$ cat config.mk
export PLATFORM = sky130hd
export DESIGN_NAME = pc_jump_16_flat
export DESIGN_NICKNAME = d
export VERILOG_FILES = /design/src/rtl/pc_jump_16_if.sv /design/src/rtl/pc_jump_16.sv /design/src/flat_wrapper.sv
export SDC_FILE = /design/constraint.sdc
export NUM_CORES = 1
export LEC_CHECK = 0
export ABC_AREA = 1
export BUFFER_PORTS_ARGS = -buffer_cell sky130_fd_sc_hd__buf_2
export CORE_ASPECT_RATIO = 0.5
export CORE_MARGIN = 1
export CORE_UTILIZATION = 46
export DETAILED_ROUTE_END_ITERATION = 10
export PLACE_DENSITY = 0.85
export SYNTH_ARGS = -nofsm -noshare
export SYNTH_HDL_FRONTEND = slang
export SYNTH_SLANG_ARGS = --single-unit
$ cat constraint.sdc
create_clock -name clk -period 1.3 [get_ports clk]
set_clock_uncertainty 0.15 [all_clocks]
set_input_delay 0.195 -clock clk [delete_from_list [all_inputs] [get_ports clk]]
set_output_delay 0.195 -clock clk [all_outputs]
set_load 0.02 [all_outputs]
$ cat src/rtl/pc_jump_16_if.sv
// rtl/pc_jump_16_if.sv - control/status bundle between the Hack CPU core and pc_jump_16 (PC_TRACE_EN adds prev_pc)
interface pc_jump_16_if;
  logic        en;
  logic        is_c;
  logic [2:0]  jmp;
  logic        zr;
  logic        ng;
  logic [15:0] target;
  logic [15:0] pc;
  logic        taken;
  logic        halted;
`ifdef PC_TRACE_EN
  logic [15:0] prev_pc;
`endif

  modport master (
    output en, is_c, jmp, zr, ng, target,
    input  pc, taken, halted
`ifdef PC_TRACE_EN
    , input prev_pc
`endif
  );

  modport slave (
    input  en, is_c, jmp, zr, ng, target,
    output pc, taken, halted
`ifdef PC_TRACE_EN
    , output prev_pc
`endif
  );
endinterface

$ cat src/rtl/pc_jump_16.sv
// rtl/pc_jump_16.sv - Hack CPU program counter with jump evaluation and self-loop halt (optional PC_TRACE_EN)
module pc_jump_16 #(
  parameter logic [15:0] RESET_VEC   = 16'h0000,
  parameter bit          HALT_DETECT = 1'b1
) (
  input  logic         clk,
  input  logic         reset,
  pc_jump_16_if.slave  bus
);

  typedef enum logic {
    RUN,
    HALTED
  } state_t;

  state_t      state;
  logic [15:0] pc_q;
  logic        taken_q;
  logic        halted_q;
  logic        cond;
  logic        self_loop;

  // zr&ng together is illegal from the ALU; the formula is applied as-is.
  always_comb begin
    cond = bus.is_c & ((bus.jmp[2] & bus.ng) |
                       (bus.jmp[1] & bus.zr) |
                       (bus.jmp[0] & ~bus.ng & ~bus.zr));
    self_loop = HALT_DETECT & bus.is_c & (bus.jmp == 3'b111) & (bus.target == pc_q);
  end

`ifdef PC_TRACE_EN
  logic [15:0] prev_q;

  always_ff @(posedge clk) begin
    if (reset) begin
      prev_q <= RESET_VEC;
    end else if (state == RUN && bus.en) begin
      prev_q <= pc_q;
    end
  end

  assign bus.prev_pc = prev_q;
`endif

  always_ff @(posedge clk) begin
    if (reset) begin
      state    <= RUN;
      pc_q     <= RESET_VEC;
      taken_q  <= 1'b0;
      halted_q <= 1'b0;
    end else begin
      case (state)
        RUN: begin
          if (bus.en) begin
            if (self_loop) begin
              // Unconditional jump to itself: park until reset.
              state    <= HALTED;
              pc_q     <= bus.target;
              taken_q  <= 1'b1;
              halted_q <= 1'b1;
            end else if (cond) begin
              pc_q    <= bus.target;
              taken_q <= 1'b1;
            end else begin
              pc_q    <= pc_q + 16'd1;
              taken_q <= 1'b0;
            end
          end
        end
        HALTED: begin
          state <= HALTED;
        end
        default: begin
          state <= RUN;
        end
      endcase
    end
  end

  assign bus.pc     = pc_q;
  assign bus.taken  = taken_q;
  assign bus.halted = halted_q;

endmodule

$ cat src/flat_wrapper.sv
// flat-port wrapper written by rule: the top's interface ports become plain ports
module pc_jump_16_flat 
#(
  parameter logic [15:0] RESET_VEC   = 16'h0000,
  parameter bit          HALT_DETECT = 1'b1
)
  (clk, reset, bus_en, bus_is_c, bus_jmp, bus_zr, bus_ng, bus_target, bus_pc, bus_taken, bus_halted);
  pc_jump_16_if bus_i ();
  input  logic clk;
  input  logic reset;
  input wire logic [$bits(bus_i.en)-1:0] bus_en;
  input wire logic [$bits(bus_i.is_c)-1:0] bus_is_c;
  input wire logic [$bits(bus_i.jmp)-1:0] bus_jmp;
  input wire logic [$bits(bus_i.zr)-1:0] bus_zr;
  input wire logic [$bits(bus_i.ng)-1:0] bus_ng;
  input wire logic [$bits(bus_i.target)-1:0] bus_target;
  output wire logic [$bits(bus_i.pc)-1:0] bus_pc;
  output wire logic [$bits(bus_i.taken)-1:0] bus_taken;
  output wire logic [$bits(bus_i.halted)-1:0] bus_halted;
  assign bus_i.en = bus_en;
  assign bus_i.is_c = bus_is_c;
  assign bus_i.jmp = bus_jmp;
  assign bus_i.zr = bus_zr;
  assign bus_i.ng = bus_ng;
  assign bus_i.target = bus_target;
  assign bus_pc = bus_i.pc;
  assign bus_taken = bus_i.taken;
  assign bus_halted = bus_i.halted;
  pc_jump_16 #(.RESET_VEC(RESET_VEC), .HALT_DETECT(HALT_DETECT)) u_core (.clk(clk), .reset(reset), .bus(bus_i));
endmodule
==> results.yml, run 1 <==
hold_path:
  min_path_type: "in2reg"
floorplanning:
  io_pins: 43
  die_x_um: 81.7
  initial_core_util_pct: 48.5
  fp.dieH_um: 41.9
  design.core.area_mm2: 0.00301
  dieArea_mm2: 0.00342
  fp-row-count: 14
yosys:
  ys_seq_area_share_pct: 26.0
  syn-instance-count: 250
  netlist-cell-type-count: 27
  yosysWarnings: 0
  syn-num-nets: 276
  synth.avg_cell_area_um2: 5.85
  syn-cell-area_mm2: 0.00146
  synth-seq-cells: 19
power_and_ir_drop:
  finalPower_w: 0.00159
  p_leak_nw: 1.11
  cellPowerDensity_mw_per_mm2: 717
  peakVddDrop_mv: 0.525
sta:
  timing.final.crit_period_ns: 1.61
  slew_viol_final: 0
  hold_violations: 0
  setup_violations: 19
  min_period_over_period_pct: 124
  worst_slack_ns: -0.306
  whs_ns: 0.0439
  max_slew_margin_pct: 79.2
  fmax_mhz: 623
  tightest_slew_ns: 0.310
  rsz0062_at_grt: "true"
clock_tree:
  ctsRootBufferMaster: "clkbuf_8"
  cts_tree: "yes"
  cts_buffers: 3
  clk_path_buf_depth: 2
  ctsHoldBuffers: 0
  cts_sinks: 19
  htreeDepth: 1
  clk_pin_slew_ns: 0.08
  insertion_delay_ns: 0.27
route:
  drc_errors: 0
  route.vias.total: 2002
  dr.pass1.iters: 6
  ant_nets: 0
  routed_via_density: 5.50
  drt_wl_total_mm: 5.44
  drtIter0Drc: 187
  wl_per_cell_um: 14.9
placement:
  gp_congestion: 0.862
  hpwl_mm: 3.19
  post-place-ws_ns: -0.156
  dp_cells: 351
  port_buffers: 42
setup_path:
  worst_ep_required_time_ns: 1.33
  startpoint_type: "register"
  crit_fanout: 6
  crit_buf_inv: 2
  crit_family: "simple AND/OR/NAND/NOR gates"
  cp_slowest_cell: "dfxtp_2"
  critPathMaxStageDelay_ns: 0.35
  setup.worst_path.end_class: "register"
  worstPathCellList: "nor2_4, buf_4, buf_6, nand3_1, xor2_1, nor2_1, a211oi_1"
  arrival_ns: 1.64
  crit_type: "reg2reg"
status:
  status: "finished with violations"
  violations: "negative setup slack"
grt:
  first_global_vias: 1722
  gr-total-overflow: 0
  met3_usage_pct: 7.47
  grt_max_degree: 12
  antenna_found_initial: 0
  grt_pass1_wl_mm: 7.55
  grt_use_met1_pct: 35.6
  grt_use_total_pct: 29.0
  busiest_layer: "met2"
  gr-usage-met2_pct: 48.0
run:
  drv_cap: 0
cells_and_area:
  fin_util_pct: 73.4
  drive_gt1_share_pct: 42.6
  n_fill_cell: 192
  antenna_cells: 0
  area_growth_pct: 51.4
  final_cell_count_no_fill: 364
  nets: 351
-- Yosys cell counts --
master | number | area (um2)
nor2_1 | 34 | 128
o21ai_0 | 10 | 50.1
nand3_1 | 18 | 90.1
clkinv_1 | 1 | 3.75
nor2_2 | 1 | 6.26
nor3_2 | 1 | 10.0
nand2_2 | 1 | 6.26
ha_1 | 1 | 12.5
xnor2_1 | 6 | 52.6
buf_4 | 1 | 7.51
a21oi_1 | 10 | 50.1
nand4_1 | 8 | 50.1
or2_0 | 2 | 12.5
buf_2 | 2 | 10.0
nor3_1 | 1 | 5.00
o211ai_1 | 1 | 7.51
clkbuf_1 | 1 | 3.75
xor2_1 | 7 | 61.3
a211oi_1 | 1 | 7.51
nand3_2 | 2 | 20.0
a21o_1 | 1 | 7.51
inv_2 | 2 | 7.51
dfxtp_1 | 19 | 380
nor2_4 | 3 | 33.8
or2_2 | 1 | 6.26
inv_1 | 37 | 139
nand2_1 | 78 | 293
-- stage by stage --
step / setup TNS, ns / area (um2)
after CTS: -0.770 / 2100
after global placement: -0.836 / 1940
final: -2.98 / 2210
after detailed placement: -1.46 / 1940
after global routing: -4.16 / 2210
after floorplan: -0.103 / 1530
-- timing repair --
action                                  4_1_cts  5_1_grt
endpoints found under the setup margin       18       21
buffers inserted                              6        4
gates resized for setup                      23       27
pin swaps                                     8       10
-- routing by layer --
metal / share of wire (%) / vias to the layer above / wire (um)
li1: - / 922 / -
met1: 40 / 915 / 2180
met2: 46 / 127 / 2510
met3: 9.0 / 38 / 489
met4: 4.6 / 0 / 250
met5: 0 / - / 0
-- path summary, 6_finish.rpt --
check / from / end / slack, ns / cells past startpoint
min: bus_target[4] / u_core.bus.pc[4] / 0.04 / 3
max: u_core.state / u_core.bus.pc[4] / -0.31 / 7
min reg2reg: u_core.bus.halted / u_core.bus.halted / 0.31 / 2
max reg2reg: u_core.state / u_core.bus.pc[4] / -0.31 / 7
-- final cells by class --
| type | instances | area, um2 | share of cell area (%) |
|---|---|---|---|
| clock buffer | 4 | 45.0 | 2.04 |
| multi-input combinational | 187 | 1070 | 48.5 |
| inverter | 40 | 158 | 7.13 |
| sequential | 19 | 420 | 19.0 |
| tap | 40 | 50.0 | 2.26 |
| timing repair buffer | 74 | 465 | 21.0 |
-- cells by family (layout without fill, tap and decap cells) --
| group | count (synthesis) | after routing | share of synthesized area, % |
|---|---|---|---|
| buffers and inverters | 44 | 118 | 11.7 |
| XOR/XNOR | 13 | 13 | 7.79 |
| adder cells (fa/ha/maj) | 1 | 1 | 0.856 |
| flip-flops | 19 | 19 | 26.0 |
| AO/OA/AOI/OAI | 23 | 23 | 8.39 |
| AND/OR/NAND/NOR | 150 | 150 | 45.2 |
-- state kept, by name, indices dropped and copies added (netlist names) --
signal and flops:
u_core.bus.halted 1, u_core.bus.pc 16, u_core.bus.taken 1, u_core.state 1
-- tightest hold or removal path: cells and delay by family --
| kind | cells | cell delay (ns) |
|---|---|---|
| buffers and inverters | 2 | 0.16 |
| AO/OA/AOI/OAI | 1 | 0.06 |
-- cells in the final DEF, fill, tap and decap left out, drive strengths merged --
cell type   n
a21o        1
nor3        2
clkinv      1
nand4       8
clkbuf      4
nand3      20
ha          1
nor2       38
a211oi      1
o211ai      1
a21oi      10
dfxtp      19
nand2      79
xor2        7
o21ai      10
xnor2       6
or2         3
inv        39
buf        74
-- report_power, final --
part | internal (W) | switching [W] | total (W)
clock network | 0.000219 | 0.000227 | 0.000446
logic | 0.000205 | 0.000275 | 0.000479
registers | 0.000610 | 0.0000508 | 0.000661
(Power assumes the default switching activity.)
==> inputs of run 2 (changes only) <==
CORE_UTILIZATION = 51   (was 46)
PLACE_DENSITY = 0.89   (was 0.85)
clock period = 1.6 ns   (was 1.3 ns; I/O delays follow)
==> run 2 against run 1 <==
Net effect: the run now ends clean; maximum frequency rose by 5.8%; non-clock buffer count is 22 lower; register-to-register slack better by 0.39 ns; setup slack better by 0.39 ns; utilization down 3.5 points; design area decreased by 16%; count of clock-buffer cells in the layout is 1 lower; total power shrank 24%; critical path depth is 2 higher; via count is 11% lower; wire length shrank 24%; flip-flop and latch count stayed put; critical path type unchanged; critical endpoint is now u_core.bus.pc[10].
==> results.yml, run 2 (same netlist as run 1, synthesis figures left out) <==
status:
  status: "finished, final reports clean"
route:
  wl_per_cell_um: 12.2
  ant_nets: 0
  drt_wl_total_mm: 4.12
  drtIter0Drc: 198
  routed_via_density: 5.24
  route.vias.total: 1778
  drc_errors: 0
  dr.pass1.iters: 5
floorplanning:
  fp.dieH_um: 39.9
  initial_core_util_pct: 55.1
  die_x_um: 77.7
  dieArea_mm2: 0.00310
  design.core.area_mm2: 0.00265
  io_pins: 43
  fp-row-count: 13
hold_path:
  min_path_type: "in2reg"
  holdPathStages: 3
setup_path:
  crit_type: "reg2reg"
  worstPathCellList: "ha_4, nand2_1, inv_1, nand2_1, nor2_2, nand2_1, nand2_1, nand4_1, a21oi_1"
  worst_ep_required_time_ns: 1.66
  cp_common_cell: "nand2_1"
  setup.worst_path.end_class: "register"
  startpoint_type: "register"
  crit_fanout: 6
  reg2reg_depth: 9
  arrival_ns: 1.57
  cp_slowest_cell: "dfxtp_4"
  critPathMaxStageDelay_ns: 0.40
clock_tree:
  cts_buffers: 3
  htreeDepth: 1
  cts_sinks: 19
  insertion_delay_ns: 0.27
  ctsHoldBuffers: 0
  clk_pin_slew_ns: 0.08
  cts_tree: "yes"
  ctsRootBufferMaster: "clkbuf_8"
  clk_path_buf_depth: 2
power_and_ir_drop:
  p_sw_w: 0.000405
  finalPower_w: 0.00120
  p_int_w: 0.000793
  power_frac_seq_pct: 44.6
  cellPowerDensity_mw_per_mm2: 647
  peakVddDrop_mv: 0.345
  power_frac_clock_pct: 30.5
  p_leak_nw: 0.923
  swShare_pct: 33.8
  p_comb_share_pct: 24.8
grt:
  grt_max_degree: 14
  grt_pass1_wl_mm: 6.15
  first_global_vias: 1340
  gr-total-overflow: 0
  grt_use_total_pct: 27.1
  antenna_found_initial: 0
cells_and_area:
  register_area_um2: 393
  area_growth_pct: 26.8
  stdcell_area_mm2: 0.00185
  mostFrequentLayoutCell: "nand2_1"
  fin_util_pct: 69.9
  mostFrequentLayoutCells: "77 x nand2_1, 42 x buf_2, 37 x inv_1, 33 x nor2_1, 18 x nand3_1"
  antenna_cells: 0
  n_fill_cell: 207
  multi_input_area_um2: 932
  largest_register_ffs: 16
  nets: 329
  drive_gt1_share_pct: 25.2
sta:
  whs_ns: 0.0778
  setup_violations: 0
  fmax_mhz: 659
  slew_viol_final: 0
  hold_violations: 0
  fin_setup_tns_ns: 0
  min_period_over_period_pct: 94.8
  max_slew_margin_pct: 81.5
  timing.final.crit_period_ns: 1.52
  tightest_slew_ns: 0.275
placement:
  port_buffers: 42
  hpwl_mm: 3.07
  gp_congestion: 0.973
  post_dp_cell_area_mm2: 0.00176
run:
  drv_cap: 0
-- run 2: cell type report --
type / instances / share of cell area (%)
Clock inverter: 1 / 0.270
Inverter: 40 / 8.10
Tap cell: 37 / 2.50
Multi-Input combinational cell: 187 / 50.3
Timing Repair Buffer: 52 / 15.4
Sequential cell: 19 / 21.2
Clock buffer: 3 / 2.23
-- run 2: worst max-delay path: cells and delay by family (launching register included) --
| family | cells | cell delay (ns) |
|---|---|---|
| adder cells (fa/ha/maj) | 1 | 0.15 |
| AND/OR/NAND/NOR | 6 | 0.53 |
| AO/OA/AOI/OAI | 1 | 0.14 |
| buffers and inverters | 1 | 0.08 |
| flip-flops | 1 | 0.40 |
-- run 2: per-stage QoR --
| stage | setup WS, ns | cells |
|---|---|---|
| floorplan | 0.00649 | 250 |
| global placement | 0.0428 | 333 |
| detailed placement | -0.0173 | 333 |
| CTS | 0.0389 | 337 |
| global route | -0.0255 | 339 |
| finish | 0.0830 | 339 |
-- run 2: worst paths after layout --
check / start / endpoint / slack (ns)
max: u_core.bus.pc[0] / u_core.bus.pc[10] / 0.08
min: bus_target[9] / u_core.bus.pc[9] / 0.08
max reg2reg: u_core.bus.pc[0] / u_core.bus.pc[10] / 0.08
min reg2reg: u_core.bus.halted / u_core.bus.halted / 0.31
-- run 2: metal layers --
layer  part of all wire (%)  global-route usage [%]  vias up
met3                     11                    5.35       11
met4                    1.2                    8.96        0
met5                      0                       0        -
met1                     43                    35.9      780
li1                       -                       -      883
met2                     45                    44.9      104
-- run 2: timing repair --
action,4_1_cts,5_1_grt
buffers inserted,0,2
resized for setup,2,11
setup endpoints to repair,4,8
gates cloned,0,0
pin swaps,0,2
-- run 2: power by group through the flow --
stage               Clock, W  Sequential, W  Combinational, W
floorplan                  0       0.000569          0.000142
global placement           0       0.000540          0.000276
detailed placement         0       0.000541          0.000283
CTS                 0.000369       0.000531          0.000285
global route        0.000395       0.000540          0.000330
finish              0.000366       0.000535          0.000298
==> inputs of run 3 (changes only) <==
BUFFER_PORTS_ARGS = -buffer_cell sky130_fd_sc_hd__clkbuf_2   (was -buffer_cell sky130_fd_sc_hd__buf_2)
==> run 3 against run 2 <==
Net effect: the run now ends with negative setup slack left; setup slack got worse by 0.097 ns; critical endpoint is now u_core.bus.pc[8]; final cell count decreased by 0.29%; utilization decreased by 0.66 points; flip-flop and latch count unchanged; register-to-register slack got worse by 0.097 ns; maximum frequency decreased by 6.0%; sequential power about the same.
==> results.yml, run 3 (same netlist as run 1, synthesis figures left out) <==
sta:
  rsz0062_at_grt: "true"
  timing.final.crit_period_ns: 1.61
  max_slew_margin_pct: 80.3
  min_period_over_period_pct: 101
  setup_violations: 1
  worst_slack_ns: -0.0137
  tightest_slew_ns: 0.294
  hold_violations: 0
  fmax_mhz: 620
  slew_viol_final: 0
cells_and_area:
  mostFrequentLayoutCells: "77 x nand2_1, 42 x clkbuf_2, 37 x inv_1, 33 x nor2_1, 18 x nand3_1"
  fin_util_pct: 69.2
  mostFrequentLayoutCell: "nand2_1"
  stdcell_area_mm2: 0.00184
  largest_register_ffs: 16
  antenna_cells: 0
  area_growth_pct: 25.6
  n_fill_cell: 240
  nets: 328
  final_cell_count_no_fill: 338
  drive_gt1_share_pct: 24.3
setup_path:
  cp_common_cell: "nand2_1"
  critPathMaxStageDelay_ns: 0.39
  arrival_ns: 1.66
  worstPathCellList: "ha_2, nand2_1, inv_1, nand2_1, o21ai_0, nand4_1, a21oi_1"
  setup.worst_path.end_class: "register"
  reg2reg_depth: 7
  reg2reg_to: "u_core.bus.pc[8]"
  cp_slowest_cell: "dfxtp_4"
  r2r_start: "u_core.bus.pc[0]"
  startpoint_type: "register"
  rrSetupSlack_ns: -0.01
  crit_type: "reg2reg"
  crit_fanout: 7
  worst_ep_required_time_ns: 1.65
floorplanning:
  fp.dieH_um: 39.9
  fp-row-count: 13
  die_x_um: 77.7
  design.core.area_mm2: 0.00265
  io_pins: 43
  dieArea_mm2: 0.00310
  initial_core_util_pct: 55.1
grt:
  grt_pass1_wl_mm: 5.90
  antenna_found_initial: 0
  gr-total-overflow: 0
  grt_max_degree: 14
  grt_use_total_pct: 25.8
  first_global_vias: 1319
hold_path:
  min-delay-start: "bus_target[4]"
  holdPathStages: 3
  min_to: "u_core.bus.pc[4]"
  min_path_type: "in2reg"
clock_tree:
  clk_path_buf_depth: 2
  insertion_delay_ns: 0.27
  ctsRootBufferMaster: "clkbuf_8"
  cts_tree: "yes"
  cts_buffers: 3
  post-cts-setup-buffers: 0
  htreeDepth: 1
  cts_sinks: 19
  clk_pin_slew_ns: 0.08
route:
  drc_errors: 0
  drt_wl_total_mm: 3.97
  wl_per_cell_um: 11.8
  drtIter0Drc: 138
  routed_via_density: 5.10
  route.vias.total: 1725
  ant_nets: 0
  dr.pass1.iters: 5
placement:
  dp_cells: 334
  gp_congestion: 0.928
  port_buffers: 42
  post_dp_cell_area_mm2: 0.00176
  hpwl_mm: 3.11
power_and_ir_drop:
  peakVddDrop_mv: 0.316
  cellPowerDensity_mw_per_mm2: 643
  p_leak_nw: 0.905
run:
  drv_cap: 0
status:
  status: "finished with violations"
  violations: "negative setup slack"
==> run 3: cell count changes in the layout (fill, tap and decap cells not counted) <==
| cell | before | now |
|---|---|---|
| dfxtp_1 | 13 | 15 |
| clkbuf_1 | 0 | 1 |
| a21oi_1 | 10 | 9 |
| ha_2 | 0 | 1 |
| ha_4 | 1 | 0 |
| a21oi_2 | 0 | 1 |
| buf_4 | 10 | 9 |
| buf_2 | 42 | 0 |
| clkinv_2 | 1 | 0 |
| clkbuf_2 | 0 | 42 |
| dfxtp_2 | 4 | 2 |
==> run 3: what timing repair did <==
item                                    in CTS  in global routing
gates resized for setup                      2                  9
hold buffers                                 0                  0
endpoints found under the setup margin       2                  7
pin swaps                                    0                  0
gates cloned                                 0                  0
==> run 3: worst max-delay path, delay by kind of cell (launching register included) <==
family | cells | cell delay [ns]
DFF | 1 | 0.39
and+or+nand+nor | 3 | 0.33
buffers and inverters | 1 | 0.08
adders and majority gates | 1 | 0.19
AOI/OAI and AO/OA | 2 | 0.39
==> run 3: final cells by class <==
type	instances	area (um2)	share of cell area (%)
tap	37	46.3	2.52
clock buffer	4	45.0	2.45
sequential	19	390	21.3
inverter	40	150	8.18
timing repair buffer	51	278	15.1
multi-input combinational	187	926	50.4
==> run 3: worst max path at each step <==
stage / from / endpoint / slack [ns] / cells after the start
floorplan: u_core.bus.pc[0] / u_core.bus.pc[10] / 0.006 / 8
detailed placement: u_core.bus.pc[0] / u_core.bus.pc[10] / -0.01 / 9
global placement: u_core.bus.pc[0] / u_core.bus.pc[10] / 0.05 / 9
finish: u_core.bus.pc[0] / u_core.bus.pc[8] / -0.01 / 7
global route: u_core.bus.pc[0] / u_core.bus.pc[8] / -0.14 / 7
CTS: u_core.bus.pc[0] / u_core.bus.pc[10] / 0.06 / 9
==> run 3: power breakdown <==
group	switching, W	total (W)	internal [W]
Sequential	0.0000350	0.000533	0.000498
Clock	0.000177	0.000355	0.000178
Combinational	0.000175	0.000291	0.000116
Total	0.000388	0.00118	0.000792
==> run 3: metrics by stage <==
stage                     setup TNS (ns)  hold slack (ns)  worst slack [ns]  total power [W]
after floorplan                        0            0.225           0.00649         0.000711
after global placement                 0            0.288            0.0539         0.000819
after detailed placement        -0.00986            0.299          -0.00986         0.000827
after CTS                              0           0.0724            0.0553          0.00118
after global routing              -0.182            0.108            -0.137          0.00124
final                            -0.0137           0.0757           -0.0137          0.00118
==> run 3: layer usage <==
layer	track usage, %	wire (um)
met5	0	0
met3	5.81	332
met2	45.8	1740
met4	4.25	64
met1	33.1	1840
